--- config.mk ---
export PLATFORM = sky130hd
export DESIGN_NAME = execute_md
export DESIGN_NICKNAME = d
export VERILOG_FILES = /design/src/rtl/execute_md_pkg.sv /design/src/rtl/execute_md_md_unit.sv /design/src/rtl/execute_md.sv
export SDC_FILE = /design/constraint.sdc
export NUM_CORES = 2
export LEC_CHECK = 0
export ABC_AREA = 0
export CAP_MARGIN = 5
export CORE_MARGIN = 2
export CORE_UTILIZATION = 50
export DETAILED_ROUTE_END_ITERATION = 10
export GPL_ROUTABILITY_DRIVEN = 0
export PLACE_DENSITY_LB_ADDON = 0.15
export RECOVER_POWER = 50
export SYNTH_ARGS = -nofsm -noshare
export SYNTH_HDL_FRONTEND = slang
export SYNTH_SLANG_ARGS = --single-unit
--- constraint.sdc ---
create_clock -name clk -period 13.68 [get_ports clk]
set_clock_uncertainty 0.1 [all_clocks]
set_input_delay 2.736 -clock clk [delete_from_list [all_inputs] [get_ports clk]]
set_output_delay 2.736 -clock clk [all_outputs]
set_load 0.05 [all_outputs]
--- src/rtl/execute_md_pkg.sv ---
// Shared types for the execute stage with the M-extension unit.
// Macros: RVGA_XLEN64 selects a 64-bit datapath; RVGA_MD_DIV_EN enables the divider.
package execute_md_pkg;
`ifdef RVGA_XLEN64
    localparam int XLEN = 64;
`else
    localparam int XLEN = 32;
`endif
    localparam int SHW = $clog2(XLEN);

    typedef logic [XLEN-1:0] rvga_word;

    // bit 2 = divide family, bit 1 = remainder, bit 0 = unsigned (divide family)
    typedef enum logic [2:0] {
        MDOP_MUL, MDOP_MULH, MDOP_MULHSU, MDOP_MULHU,
        MDOP_DIV, MDOP_DIVU, MDOP_REM, MDOP_REMU
    } rvga_mdop;

    typedef enum logic [1:0] {ST_IDLE, ST_MUL, ST_DIV, ST_DONE} md_state;

    typedef enum logic [3:0] {
        ALU_ADD, ALU_SUB, ALU_SLL, ALU_SLT, ALU_SLTU, ALU_XOR,
        ALU_SRL, ALU_SRA, ALU_OR, ALU_AND, ALU_PASSB
    } alu_op_e;

    typedef enum logic [3:0] {
        BR_NONE, BR_EQ, BR_NE, BR_LT, BR_GE, BR_LTU, BR_GEU, BR_JAL, BR_JALR
    } br_op_e;

    typedef struct packed {
        rvga_word pc;
        rvga_word rs1_data;
        rvga_word rs2_data;
        rvga_word imm;
        rvga_word rd_data;
        rvga_word jmp_tgt;
        alu_op_e  alu_op;
        br_op_e   br_op;
        logic     op1_sel;
        logic     op2_sel;
        logic     pcmux_sel;
        logic     md_enable;
        rvga_mdop mdop;
        logic     illegal;
        logic [4:0] rd_addr;
        logic     reg_we;
    } cword;

    localparam int CW_W = $bits(cword);

    function automatic rvga_word alu(alu_op_e op, rvga_word a, rvga_word b);
        rvga_word r;
        r = '0;
        case (op)
            ALU_ADD:   r = a + b;
            ALU_SUB:   r = a - b;
            ALU_SLL:   r = a << b[SHW-1:0];
            ALU_SLT:   r = {{(XLEN-1){1'b0}}, $signed(a) < $signed(b)};
            ALU_SLTU:  r = {{(XLEN-1){1'b0}}, a < b};
            ALU_XOR:   r = a ^ b;
            ALU_SRL:   r = a >> b[SHW-1:0];
            ALU_SRA:   r = rvga_word'($signed(a) >>> b[SHW-1:0]);
            ALU_OR:    r = a | b;
            ALU_AND:   r = a & b;
            ALU_PASSB: r = b;
            default:   r = '0;
        endcase
        return r;
    endfunction

    function automatic logic br_taken(br_op_e op, rvga_word a, rvga_word b);
        logic t;
        t = 1'b0;
        case (op)
            BR_EQ:            t = (a == b);
            BR_NE:            t = (a != b);
            BR_LT:            t = ($signed(a) < $signed(b));
            BR_GE:            t = ($signed(a) >= $signed(b));
            BR_LTU:           t = (a < b);
            BR_GEU:           t = (a >= b);
            BR_JAL, BR_JALR:  t = 1'b1;
            default:          t = 1'b0;
        endcase
        return t;
    endfunction
endpackage

--- src/rtl/execute_md_md_unit.sv ---
// Multi-cycle multiply / restoring-divide unit with its own FSM.
// Divider state and datapath exist only when RVGA_MD_DIV_EN is defined.
module md_unit
    import execute_md_pkg::*;
#(
    parameter int MUL_LAT = 2
) (
    input  logic            clk,
    input  logic            rst,
    input  logic            flush_i,
    input  logic            stall_i,
    input  logic            start_i,
    input  logic [2:0]      mdop_i,
    input  logic [XLEN-1:0] a_i,
    input  logic [XLEN-1:0] b_i,
    output logic            done_o,
    output logic            busy_o,
    output logic [XLEN-1:0] result_o
);
    localparam int CNT_W = $clog2((XLEN > MUL_LAT) ? XLEN : MUL_LAT) + 1;

    md_state          state_q, state_d;
    logic [CNT_W-1:0] cnt_q, cnt_d;
    rvga_mdop         op_q, op_d;
    rvga_word         a_q, a_d, b_q, b_d, res_q, res_d;
    rvga_word         mul_res;
    logic [2*XLEN-1:0] prod;
    logic             a_sx, b_sx;

    always_comb begin
        a_sx = (op_q == MDOP_MULH || op_q == MDOP_MULHSU) & a_q[XLEN-1];
        b_sx = (op_q == MDOP_MULH) & b_q[XLEN-1];
        prod = {{XLEN{a_sx}}, a_q} * {{XLEN{b_sx}}, b_q};
        mul_res = (op_q == MDOP_MUL) ? prod[XLEN-1:0] : prod[2*XLEN-1:XLEN];
    end

`ifdef RVGA_MD_DIV_EN
    rvga_word rem_q, rem_d, quo_nx, rem_nx, div_res;
    logic     nq_q, nq_d, nr_q, nr_d, qbit, sgn;
    logic [XLEN:0] rem_sh, diff;

    assign sgn = mdop_i[2] & ~mdop_i[0];

    // a_q doubles as the dividend/quotient shift register
    always_comb begin
        rem_sh  = {rem_q, a_q[XLEN-1]};
        diff    = rem_sh - {1'b0, b_q};
        qbit    = ~diff[XLEN];
        rem_nx  = qbit ? diff[XLEN-1:0] : rem_sh[XLEN-1:0];
        quo_nx  = {a_q[XLEN-2:0], qbit};
        div_res = op_q[1] ? (nr_q ? -rem_nx : rem_nx) : (nq_q ? -quo_nx : quo_nx);
    end

    always_ff @(posedge clk) begin
        if (rst) begin
            rem_q <= '0;
            nq_q  <= 1'b0;
            nr_q  <= 1'b0;
        end else begin
            rem_q <= rem_d;
            nq_q  <= nq_d;
            nr_q  <= nr_d;
        end
    end
`endif

    always_ff @(posedge clk) begin
        if (rst) begin
            state_q <= ST_IDLE;
            cnt_q   <= '0;
            op_q    <= MDOP_MUL;
            a_q     <= '0;
            b_q     <= '0;
            res_q   <= '0;
        end else begin
            state_q <= state_d;
            cnt_q   <= cnt_d;
            op_q    <= op_d;
            a_q     <= a_d;
            b_q     <= b_d;
            res_q   <= res_d;
        end
    end

    always_comb begin
        state_d = state_q;
        cnt_d   = cnt_q;
        op_d    = op_q;
        a_d     = a_q;
        b_d     = b_q;
        res_d   = res_q;
`ifdef RVGA_MD_DIV_EN
        rem_d   = rem_q;
        nq_d    = nq_q;
        nr_d    = nr_q;
`endif
        if (flush_i) begin
            state_d = ST_IDLE;
        end else begin
            case (state_q)
                ST_IDLE: if (start_i) begin
                    op_d = rvga_mdop'(mdop_i);
                    a_d  = a_i;
                    b_d  = b_i;
                    if (!mdop_i[2]) begin
                        state_d = ST_MUL;
                        cnt_d   = CNT_W'(MUL_LAT - 1);
                    end
`ifdef RVGA_MD_DIV_EN
                    else begin
                        // operands become magnitudes; signs are reapplied on exit
                        a_d   = (sgn & a_i[XLEN-1]) ? -a_i : a_i;
                        b_d   = (sgn & b_i[XLEN-1]) ? -b_i : b_i;
                        rem_d = '0;
                        nq_d  = sgn & (a_i[XLEN-1] ^ b_i[XLEN-1]);
                        nr_d  = sgn & a_i[XLEN-1];
                        if (b_i == '0) begin
                            state_d = ST_DONE;
                            res_d   = mdop_i[1] ? a_i : '1;
                        end else if (sgn && a_i == {1'b1, {(XLEN-1){1'b0}}} && b_i == '1) begin
                            state_d = ST_DONE;
                            res_d   = mdop_i[1] ? '0 : a_i;
                        end else begin
                            state_d = ST_DIV;
                            cnt_d   = CNT_W'(XLEN - 1);
                        end
                    end
`endif
                end
                ST_MUL: begin
                    if (cnt_q == '0) begin
                        state_d = ST_DONE;
                        res_d   = mul_res;
                    end else begin
                        cnt_d = cnt_q - 1'b1;
                    end
                end
`ifdef RVGA_MD_DIV_EN
                ST_DIV: begin
                    a_d   = quo_nx;
                    rem_d = rem_nx;
                    if (cnt_q == '0) begin
                        state_d = ST_DONE;
                        res_d   = div_res;
                    end else begin
                        cnt_d = cnt_q - 1'b1;
                    end
                end
`endif
                ST_DONE: if (!stall_i) state_d = ST_IDLE;
                default: state_d = ST_IDLE;
            endcase
        end
    end

    assign busy_o   = (state_q == ST_MUL) | (state_q == ST_DIV) | ((state_q == ST_IDLE) & start_i);
    assign done_o   = (state_q == ST_DONE);
    assign result_o = res_q;
endmodule

--- src/rtl/execute_md.sv ---
// Execute stage: ALU/branch path plus the md_unit, feeding a registered ex_mem_cword.
// Without RVGA_MD_DIV_EN, divide/remainder ops retire in one cycle flagged illegal.
module execute_md
    import execute_md_pkg::*;
#(
    parameter int MUL_LAT = 2
) (
    input  logic            clk,
    input  logic            rst,
    input  logic            stall,
    input  logic            flush,
    input  logic [CW_W-1:0] rf_ex_cword,
    output logic [CW_W-1:0] ex_mem_cword,
    output logic            ex_busy
);
    cword     in_c, alu_c, md_c, out_q, out_d, cw_q;
    rvga_word op1, op2, md_res;
    logic     md_ok, md_start, md_done, md_busy;

    assign in_c = cword'(rf_ex_cword);

`ifdef RVGA_MD_DIV_EN
    assign md_ok = 1'b1;
`else
    assign md_ok = ~in_c.mdop[2];
`endif
    // a new op arriving with flush is held off until the following cycle
    assign md_start = in_c.md_enable & md_ok & ~flush;

    md_unit #(.MUL_LAT(MUL_LAT)) u_md (
        .clk      (clk),
        .rst      (rst),
        .flush_i  (flush),
        .stall_i  (stall),
        .start_i  (md_start),
        .mdop_i   (in_c.mdop),
        .a_i      (in_c.rs1_data),
        .b_i      (in_c.rs2_data),
        .done_o   (md_done),
        .busy_o   (md_busy),
        .result_o (md_res)
    );

    always_comb begin
        op1             = in_c.op1_sel ? in_c.pc : in_c.rs1_data;
        op2             = in_c.op2_sel ? in_c.imm : in_c.rs2_data;
        alu_c           = in_c;
        alu_c.rd_data   = alu(in_c.alu_op, op1, op2);
        alu_c.jmp_tgt   = (in_c.br_op == BR_JALR) ? ((in_c.rs1_data + in_c.imm) & ~rvga_word'(1))
                                                  : (in_c.pc + in_c.imm);
        alu_c.pcmux_sel = br_taken(in_c.br_op, in_c.rs1_data, in_c.rs2_data);
        if (in_c.br_op == BR_JAL || in_c.br_op == BR_JALR) alu_c.rd_data = in_c.pc + rvga_word'(4);
        if (in_c.md_enable) begin
            alu_c.rd_data   = '0;
            alu_c.illegal   = 1'b1;
            alu_c.pcmux_sel = 1'b0;
        end
    end

    always_comb begin
        md_c         = cw_q;
        md_c.rd_data = md_res;
        out_d        = out_q;
        if (flush) begin
            out_d = '0;
        end else if (!stall) begin
            if (md_done)      out_d = md_c;
            else if (md_busy) out_d = '0;
            else              out_d = alu_c;
        end
    end

    always_ff @(posedge clk) begin
        if (rst) begin
            out_q <= '0;
            cw_q  <= '0;
        end else begin
            out_q <= out_d;
            if (md_start) cw_q <= in_c;
        end
    end

    assign ex_mem_cword = out_q;
    assign ex_busy      = md_busy;
endmodule

==> results.cfg <==
[status]
outcome = finished with violations
violations = DRC, capacitance limit, slew limit

[setup_path]
crit_path_cell_trace = clkbuf_1, or2_0, clkbuf_1, o22ai_1
slowest_delay_ns = 3.82
crit_start = rst
cp.buffers_inverters = 2
crit_path_end_kind = flip-flop
required_ns = 13.99
r2r-start = u_md.op_q[1]
cp_data_arrival_time_ns = 11.44
crit_path_start_kind = input pin
critical_path.max_fanout = 103
crit_type = in -> reg
cp_slowest_cell = clkbuf_1
crit_path_frequent_cell = clkbuf_1
cp_top_family = buffers and inverters

[sta]
max_freq_mhz = 89.8
tightestPinTransition_ns = 5.80
setup_viol_count_final = 0
slew_headroom = -2.87
timing.final.crit_share = 0.814
hold_viol_final = 0
hold-worst-slack_ns = 0.354
setup_tns_ns = 0
min_period_ns = 11.13
slew_violations = 382
rsz0062_at_grt = no

[global_route]
first_global_vias = 63600
track_usage = 0.362
grt_start_max_net_pins = 174
grt-ovfl-total = 0
grt_first_pass_wirelength_um = 401000
antenna_found_initial = 30

[clock_tree]
clk_latency_ns = 0.68
cts_hold_buf = 0
cts.path.max_buffers = 3
cts_root_buf = clkbuf_16
cts.sinks = 503
cts_buffers = 54
post_cts_buffers = 0
clk_pin_slew_ns = 0.07
post_cts_resized = 0
cts_tree = yes
htree_levels = 2

[pwr]
clkPwrFrac = 0.328
netSwitchingFraction = 0.393
switching_power_mw = 1.89
p_int_mw = 2.92
powerDensity_nw_per_um2 = 61.1
p_comb_frac = 0.345
irDropWorstVdd_mv = 0.111
leakage_nw = 35.1
power_frac_seq = 0.327

[final_layout]
final_nets = 10500
nFillCells = 13300
drive_gt1_frac = 0.0421
stdcell_count = 10700
area_growth_pct = 10.5

[synth]
yosys.area.top_type = fa_1
synthFlopType = dfxtp_1
synth_area_um2 = 71400
ys_types = 100
synth_warnings = 0
synthArstFlopShare = 0
seq_area_frac_synth = 0.141
synth_top_area_frac = 0.317
synth_edf_count = 0
synth-seq-cells = 503
syn_avg_cell_area_um2 = 8.23
synthTopCellsByArea = fa_1 32%, dfxtp_1 14%, nand2_1 7.9%
synth_cells = 8668
syn_nets = 10400

[routing]
drc_errors = 11
vias = 65000
vias_per_cell = 6.09
wire_per_inst_um = 25.0
antenna_left = 0
drt_iter0_drc = 7717
dr.pass1.iters = 11
totalWireLength_um = 267000

[place]
io_buffers = 400
place.detailed.hpwl_um = 200000
placed_cells = 10600

[floorplan]
core-area_um2 = 142000
ios = 433
initial_core_util = 0.504
die-area_um2 = 146000
die_w_um = 382
die_h_um = 382
row_count = 138

[min_path]
hold_start = cw_q[155]
min_path_type = reg -> reg

[job]
maxCapViolCount = 4
[stage by stage]
step / util / setup WS, ns / area, um2 / power, mW
after floorplan: - / 4.93 / 71400 / 2.60
after global placement: 0.544 / 4.02 / 77000 / 3.18
after detailed placement: 0.544 / 3.87 / 77000 / 3.20
after CTS: 0.557 / 3.79 / 78800 / 4.75
after global routing: 0.557 / 2.10 / 78800 / 4.96
final: 0.557 / 2.55 / 78900 / 4.82
[sequential cells by signal (all words and copies together) (netlist names)]
register / cells
ex_mem_cword: 214
cw_q: 182
u_md.a_q: 32
u_md.b_q: 32
u_md.result_o: 32
u_md.cnt_q: 6
u_md.op_q: 3
u_md.state_q: 2
[synthesized netlist by cell type (all sizes together), types with 32 or more instances]
library cell,count
fa,1129
a21oi,552
o21bai,36
buf,49
nand4,48
inv,1321
o21ai,413
clkbuf,535
a31oi,32
mux2i,178
o221ai,32
xnor2,115
a221o,164
o211ai,45
nor2,422
a211oi,77
nor3,84
nand3,65
and3,38
a21o,89
ha,408
and2,326
xor2,47
nand2,1510
o22ai,36
dfxtp,503
a221oi,54
[final cells by class]
class	instances	area (um2)	share of cell area
antenna	25	62.6	0.000793
clock inverter	22	277	0.00351
multi-input combinational	6260	54200	0.687
clock buffer	79	1580	0.0200
inverter	1321	4960	0.0629
tap	1890	2360	0.0300
timing repair buffer	576	5360	0.0679
sequential	503	10100	0.128
[cell usage in the layout (no fill, tap or decap), types with 19 or more instances in the layout]
master              n
dlygate4sd3_1     207
nor2b_1            21
a21o_1             89
o21a_1             31
clkbuf_16          54
a31oi_1            31
nand2b_1           21
a21oi_1           552
buf_4             170
and3_1             38
o22ai_1            36
and2_1            325
xnor2_1           115
o21ai_0           364
nand2_1          1509
nand3_1            65
o31ai_1            20
o21ai_1            47
a221oi_1           52
diode_2            25
o211ai_1           45
a221o_1           164
mux2i_1           162
inv_1            1312
ha_1              407
nand4_1            48
xor2_1             47
dfxtp_1           495
fa_1             1129
nor3_1             82
a22oi_1            19
clkdlybuf4s50_1   189
o21bai_1           35
a211oi_1           74
nor2_1            420
o221ai_1           32
[power by group through the flow]
stage / sequential, mW / clock [mW] / combinational (mW)
2_1_floorplan: 1.68 / 0 / 0.919
3_3_place_gp: 1.60 / 0 / 1.58
3_5_place_dp: 1.60 / 0 / 1.59
4_1_cts: 1.57 / 1.58 / 1.60
5_1_grt: 1.58 / 1.64 / 1.74
6_report: 1.57 / 1.58 / 1.66
[tightest hold or removal path: cells and delay by family, from the launching register on]
family | cells | cell delay (ns)
AOI/OAI and AO/OA | 1 | 0.05
DFF | 1 | 0.31
and+or+nand+nor | 1 | 0.05
[kinds of logic (layout without fill, tap and decap cells)]
family,Yosys count,count (layout),synth area share
AND/OR/NAND/NOR,2618,2618,0.160
buffers and inverters,1905,1998,0.101
multiplexers,195,195,0.0287
flip-flops,503,503,0.141
AO/OA/AOI/OAI,1748,1748,0.161
adder cells (fa/ha/maj),1537,1537,0.388
XOR/XNOR,162,162,0.0199
other,0,25,0
[per-layer routing]
layer	global-route usage	up-vias	share of wire
li1	-	28100	-
met1	0.481	32500	0.39
met2	0.534	3713	0.43
met3	0.117	688	0.13
met4	0.171	8	0.056
met5	0	-	0.00030
[worst paths after layout]
path	end	slack [ns]	depth (start not counted)
setup / recovery	ex_mem_cword[61]	2.55	4
hold / removal	cw_q[155]	0.35	2
hold reg to reg	cw_q[155]	0.35	2
setup reg to reg	u_md.result_o[26]	3.62	28
Note: power is estimated with default switching activity, not from simulation.
